==> config.mk <==
export PLATFORM = sky130hd
export DESIGN_NAME = btn_conditioner
export DESIGN_NICKNAME = d
export VERILOG_FILES = /design/src/rtl/btn_conditioner.sv
export SDC_FILE = /design/constraint.sdc
export NUM_CORES = 1
export LEC_CHECK = 0
export CORE_ASPECT_RATIO = 0.6
export CORE_MARGIN = 2
export CORE_UTILIZATION = 50
export DETAILED_ROUTE_END_ITERATION = 8
export MAX_ROUTING_LAYER = met4
export PLACE_DENSITY_LB_ADDON = 0.3
export SLEW_MARGIN = 20
export SYNTH_ARGS = -nofsm -noshare
export SYNTH_HDL_FRONTEND = slang
export SYNTH_SLANG_ARGS = --single-unit
==> constraint.sdc <==
create_clock -name clk -period 1.4 [get_ports clk]
set_input_delay 0.35 -clock clk [delete_from_list [all_inputs] [get_ports clk]]
set_output_delay 0.35 -clock clk [all_outputs]
set_load 0.02 [all_outputs]
==> src/rtl/btn_conditioner.sv <==
// Push-button conditioner: two-flop synchronizer, debounce FSM and press/release/long-press pulses.
// Optional long-press detection is enabled by defining BTN_CONDITIONER_LONGPRESS_EN.
module btn_conditioner #(
  parameter int unsigned DEBOUNCE_CYCLES = 120000,
  parameter int unsigned LONG_CYCLES     = 24000000
) (
  input  logic clk,
  input  logic reset,
  input  logic btn_raw,
  output logic btn_level,
  output logic press,
  output logic rel_pulse,
  output logic long_pulse
);

  localparam logic [1:0] IDLE         = 2'd0;
  localparam logic [1:0] PRESS_WAIT   = 2'd1;
  localparam logic [1:0] PRESSED      = 2'd2;
  localparam logic [1:0] RELEASE_WAIT = 2'd3;

  localparam logic [23:0] DEB_LAST = 24'(DEBOUNCE_CYCLES - 32'd1);

  logic        btn_meta;
  logic        btn_sync;
  logic [1:0]  state;
  logic [23:0] cnt;

  // Two-flop synchronizer; btn_sync is the only view of the button the FSM has
  always_ff @(posedge clk) begin
    if (reset) begin
      btn_meta <= 1'b0;
      btn_sync <= 1'b0;
    end else begin
      btn_meta <= btn_raw;
      btn_sync <= btn_meta;
    end
  end

  // Debounce FSM with registered one-cycle press/release pulses
  always_ff @(posedge clk) begin
    if (reset) begin
      state     <= IDLE;
      cnt       <= 24'd0;
      btn_level <= 1'b0;
      press     <= 1'b0;
      rel_pulse <= 1'b0;
    end else begin
      press     <= 1'b0;
      rel_pulse <= 1'b0;
      case (state)
        IDLE: begin
          if (btn_sync) begin
            state <= PRESS_WAIT;
            cnt   <= 24'd0;
          end else begin
            state <= IDLE;
          end
        end
        PRESS_WAIT: begin
          if (!btn_sync) begin
            state <= IDLE;
          end else if (cnt == DEB_LAST) begin
            state     <= PRESSED;
            press     <= 1'b1;
            btn_level <= 1'b1;
          end else begin
            cnt <= cnt + 24'd1;
          end
        end
        PRESSED: begin
          if (!btn_sync) begin
            state <= RELEASE_WAIT;
            cnt   <= 24'd0;
          end else begin
            state <= PRESSED;
          end
        end
        RELEASE_WAIT: begin
          if (btn_sync) begin
            state <= PRESSED;
          end else if (cnt == DEB_LAST) begin
            state     <= IDLE;
            rel_pulse <= 1'b1;
            btn_level <= 1'b0;
          end else begin
            cnt <= cnt + 24'd1;
          end
        end
        default: begin
          state     <= IDLE;
          cnt       <= 24'd0;
          btn_level <= 1'b0;
        end
      endcase
    end
  end

`ifdef BTN_CONDITIONER_LONGPRESS_EN
  localparam logic [24:0] LONG_LAST = 25'(LONG_CYCLES - 32'd1);
  localparam logic [24:0] LONG_DONE = 25'(LONG_CYCLES);

  logic [24:0] hold;
  logic        press_accept;

  assign press_accept = (state == PRESS_WAIT) && btn_sync && (cnt == DEB_LAST);

  // Hold counter: restarts on acceptance, counts PRESSED cycles, parks past the target after firing
  always_ff @(posedge clk) begin
    if (reset) begin
      hold       <= 25'd0;
      long_pulse <= 1'b0;
    end else begin
      long_pulse <= 1'b0;
      if (press_accept) begin
        hold <= 25'd0;
      end else if (state == PRESSED) begin
        if (hold == LONG_LAST) begin
          long_pulse <= 1'b1;
          hold       <= LONG_DONE;
        end else if (hold < LONG_LAST) begin
          hold <= hold + 25'd1;
        end else begin
          hold <= hold;
        end
      end else begin
        hold <= hold;
      end
    end
  end
`else
  // Never true within the legal LONG_CYCLES range, so this is a constant 0
  assign long_pulse = (LONG_CYCLES == 32'd0);
`endif

endmodule

# Word-level counts from Yosys, hierarchy flattened
# Cells that the tools add are included.
dict set report totals {
  ff_bits 31
  inputBits 3
  out_inout_bits 4
  wordCells 49
}
dict set report classes {
  add_sub_neg 1
  eq_ne 12
  muxes 19
  bitwise 3
  n_reduce_logical 7
}
# op count
set op_table {}
lappend op_table {{2-to-1 mux 24 bit} 5}
lappend op_table {{case mux 24 bit (4 select lines)} 1}
lappend op_table {{adder 24 x 1 -> 24 bit, second input constant} 1}
lappend op_table {{== test 24 x 17 -> 1 bit, second input constant} 1}
lappend op_table {{!= test 2 bit, second input constant} 6}
lappend op_table {{2-to-1 mux 2 bit} 4}
lappend op_table {{case mux 2 bit (4 select lines)} 1}
lappend op_table {{2-to-1 mux 1 bit} 7}
lappend op_table {{!= test 3 bit, second input constant} 2}
lappend op_table {{OR reduction 3 bit} 2}
lappend op_table {{AND reduction 5 bit} 1}
lappend op_table {{== test 2 bit, second input constant} 2}
lappend op_table {{AND reduction 4 bit} 1}
lappend op_table {{NOT 1 bit} 3}
lappend op_table {{== test 2 x 1 -> 1 bit, second input constant} 1}
lappend op_table {{logical NOT 2 bit} 1}
lappend op_table {{case mux 1 bit (2 select lines)} 1}
lappend op_table {{AND reduction 2 bit} 1}
lappend op_table {{nonzero test 2 bit} 1}

# Longest topological paths before layout
dict set report logic_depth {
  depth_word 4
  ltp_mapped 7
  depth_no_buf 5
}

# Worst setup path before layout
# No wires, ideal clock.
dict set report synth_timing {
  path_type {register to register}
  start {reg cnt[2]}
  end {reg cnt[19]}
  setup_time_ns 0.132
  arrival_ns 1.439
  required_time_ns 1.268
  path_slack_ns -0.171
  stages_incl_launch_ff 8
  n_path_buf 2
  period_less_slack_ns 1.571
  cell_sequence {dfxtp_1 > and4_1 > buf_4 > nand4_1 > buf_2 > o311a_1 > a21oi_1 > a21oi_1}
}
dict set report synth_via {
  elab_chain_cells 4
  elab_cells_between_ends 6
  classes_between {add/sub: 1; eq/ne: 1; mux: 4}
}
# element line
set synth_rtl {}
lappend synth_rtl {{from (decl)} 26} ;# logic [23:0] cnt;
lappend synth_rtl {{from (signal assigned)} 67} ;# cnt <= cnt + 24'd1;
lappend synth_rtl {{from (signal assigned)} 86} ;# cnt <= cnt + 24'd1;
lappend synth_rtl {{adder 24 x 1 -> 24 bit / == test 24 x 17 -> 1 bit (equally long branches)} n/a}
lappend synth_rtl {{2-to-1 mux 24 bit *} {62, 81}}
lappend synth_rtl {{2-to-1 mux 24 bit (on tied branches)} {79, 60}}
lappend synth_rtl {{case mux 24 bit (4 select lines) *} 50} ;# case (state)
# Every way passes the cells marked *; elsewhere a longest branch is shown, timed or not. The select of a mux whose other input is x is not followed.
# A chain may end at the register's enable or synchronous reset.

# Final worst setup path
dict set report layout_timing {
  start {reg cnt[13]}
  end {reg cnt[5]}
}
dict set report layout_via {
  elab_chain_cells 4
  elab_cells_between_ends 5
  classes_between {eq/ne: 1; mux: 4}
}
# element line
set layout_rtl {}
lappend layout_rtl {{== test 24 x 17 -> 1 bit *} {62, 81}}
lappend layout_rtl {{2-to-1 mux 24 bit *} n/a}
lappend layout_rtl {{2-to-1 mux 24 bit (on tied branches)} n/a}
lappend layout_rtl {{case mux 24 bit (4 select lines) *} n/a}
# Marks and branches as above.

==> metrics.cfg <==
[global_routing]
grt_max_degree = 18
grt_pass1_wl_um = 7555
grt_overflow_total = 0
antenna_found_initial = 0
first_global_vias = 1581
track_usage_pct = 29.03

[final_layout]
drive_gt1_share_pct = 52.19
fin_util_pct = 86.84
antennaDiodeCount = 0
area_delta_synth_final_pct = 63.08
stdcell_area_um2 = 2542
num-fill-cells = 139
final_nets = 254

[place]
dp_hpwl_um = 3095
dpl_cell_area_um2 = 2004
gp_congestion = 0.8612
portBuffers = 5

[run_status]
violations = negative setup slack
status = finished with violations

[timing]
fmax_mhz = 593.7
slew_violations = 0
period_share_pct = 120.3
finClkSkew_ns = 0.003944
rsz0062_at_grt = yes
final-setup-viol-count = 26
worst_slack_ns = -0.2845
setup_tns_ns = -3.267
hold_viol = 0
fin_crit_ns = 1.684

[clock_tree]
cts.path.max_buffers = 2
cts_hold_buf = 0
clkTransAtPathRegs_ns = 0.07
h-tree-depth = 2
cts_buffers = 5
clk_latency_ns = 0.30
cts_root_buf = clkbuf_8
tritoncts = yes
cts_num_sinks = 31

[synth]
ys_seq_area_share_pct = 39.81
yosys_warnings = 0
async_reset_ff_share_pct = 0
yosysTopAreaCell = dfxtp_1
synth_nets = 195
syn_area_um2 = 1559
post_synth.cell_area_avg_um2 = 8.162
synth.area.top_cells = dfxtp_1, a21oi_1, nand2_1, nor2_1, xor2_1
synth.most_common_cell = dfxtp_1
synth-edff-count = 0
ys.flop_type = dfxtp_1
syn_inst = 191
yosys.area.top_type_share_pct = 39.81
netlist-cell-type-count = 41
yosys-top-cells-count = dfxtp_1, nand2_1, a21oi_1, nor2_1, nand3_1
ys_seq_elements = 31

[power]
p_per_area_nw_per_um2 = 712.7
vdd_drop_max_mv = 0.7657
p_leak_nw = 0.9829
finalPower_w = 0.001812

[detailed_routing]
first_iter_violations = 188
drt-wirelength-per-cell_um = 20.09
wl_um = 5887
postRouteAntennaNets = 0
drc_errors = 0
first_pass_iters = 5
vias = 1873
viasPerCell = 6.392

[floorplanning]
die_x_um = 76.09
die_y_um = 47.25
die_area_um2 = 3595
start_util_pct = 53.25
rows = 15
core_um2 = 2928
ios = 7

[setup_path]
cp-end-kind = flop
critPathLaunchType = flop
crit_family = simple AND/OR/NAND/NOR gates
cp.arrival_ns = 1.87
max_stage_delay_ns = 0.38
critPathKind = flop to flop
path_buf_inv = 1
path_cells = nor4b_4 > nand3_4 > buf_4 > o311ai_4 > or3_1 > a21oi_1
required_ns = 1.58
slowest_stage = nor4b_4
path_max_fanout = 4

[hold_path]
hold_path_class = flop to flop

[flow_run]
maxCapViolations = 0

[report_power, final]
| group | switching [W] | internal [W] | leakage, nW |
|---|---|---|---|
| combinational | 0.0000645 | 0.0000426 | 0.670 |
| sequential | 0.00000721 | 0.000883 | 0.262 |
| clock | 0.000366 | 0.000449 | 0.0515 |
[final cells by class]
type / count / area (µm²) / area share, %
multi-input cells: 148 / 1205 / 47.39
flip-flops and latches: 31 / 654.4 / 25.74
inverters: 3 / 11.26 / 0.4429
well taps: 42 / 52.55 / 2.067
clock buffers: 8 / 100.1 / 3.937
repair buffers: 61 / 519.2 / 20.42
[routing by layer]
metal  share of wire (%)  global-route usage, %  up-vias
li1                    -                      -      807
met1                  38                  35.29      887
met2                  47                  49.46      131
met3                 9.3                  6.154       48
met4                 5.8                  11.27        0
met5                   0                      -        -
[worst paths after layout]
check | startpoint | end | slack [ns] | cells after the start
hold / removal | btn_meta | btn_sync | 0.45 | 1
setup / recovery | cnt[13] | cnt[5] | -0.28 | 6
setup reg to reg | cnt[13] | cnt[5] | -0.28 | 6
hold reg to reg | btn_meta | btn_sync | 0.45 | 1
[placed cells by master, fill, tap and decap left out, drive strengths merged, types with 3 or more instances in the layout]
| cell type | Yosys | layout |
|---|---|---|
| a21oi | 18 | 18 |
| and3 | 6 | 6 |
| and4 | 5 | 5 |
| buf | 7 | 56 |
| clkbuf | 3 | 8 |
| dfxtp | 31 | 31 |
| dlygate4sd2 | 0 | 3 |
| inv | 3 | 3 |
| nand2 | 22 | 22 |
| nand3 | 11 | 11 |
| nand4 | 6 | 6 |
| nor2 | 17 | 17 |
| nor2b | 3 | 3 |
| nor3 | 5 | 5 |
| o21ai | 9 | 9 |
| or3 | 7 | 7 |
| xnor2 | 3 | 3 |
| xor2 | 8 | 9 |
[worst reg2reg max path, stage by stage (launching register included)]
cell,delay (ns)
dfxtp_2,0.34
nor4b_4,0.38
nand3_4,0.17
buf_4,0.19
o311ai_4,0.29
or3_1,0.15
a21oi_1,0.05
[per-stage QoR]
stage	hold WS, ns	worst slack [ns]	cells
floorplan	0.4137	-0.1186	191
global placement	0.4291	-0.2228	272
detailed placement	0.4363	-0.2929	272
CTS	0.4483	-0.2010	286
global route	0.4631	-0.3867	293
finish	0.4480	-0.2845	293
[logic make-up after synthesis]
kind of cell	after synthesis	synth area share, %
AO/OA/AOI/OAI	38	14.77
XOR/XNOR	11	6.662
adder cells (fa/ha/maj)	1	0.8024
buffers and inverters	13	3.932
flip-flops	31	39.81
multiplexers	3	2.006
other	1	0.2405
AND/OR/NAND/NOR	93	31.78
[registers in the layout, indices dropped and copies added (netlist names), named ones only]
signal / cells
btn_sync: 1
btn_level: 1
btn_meta: 1
cnt: 24
press: 1
state: 1
rel_pulse: 1
[what timing repair did]
item,CTS,global route
gates cloned,1,1
endpoints found under the setup margin,30,28
endpoints found under the hold margin,0,0
setup buffers,5,7
resized for setup,33,55
pin swaps,14,28
Note: power is estimated with default switching activity, not from simulation.
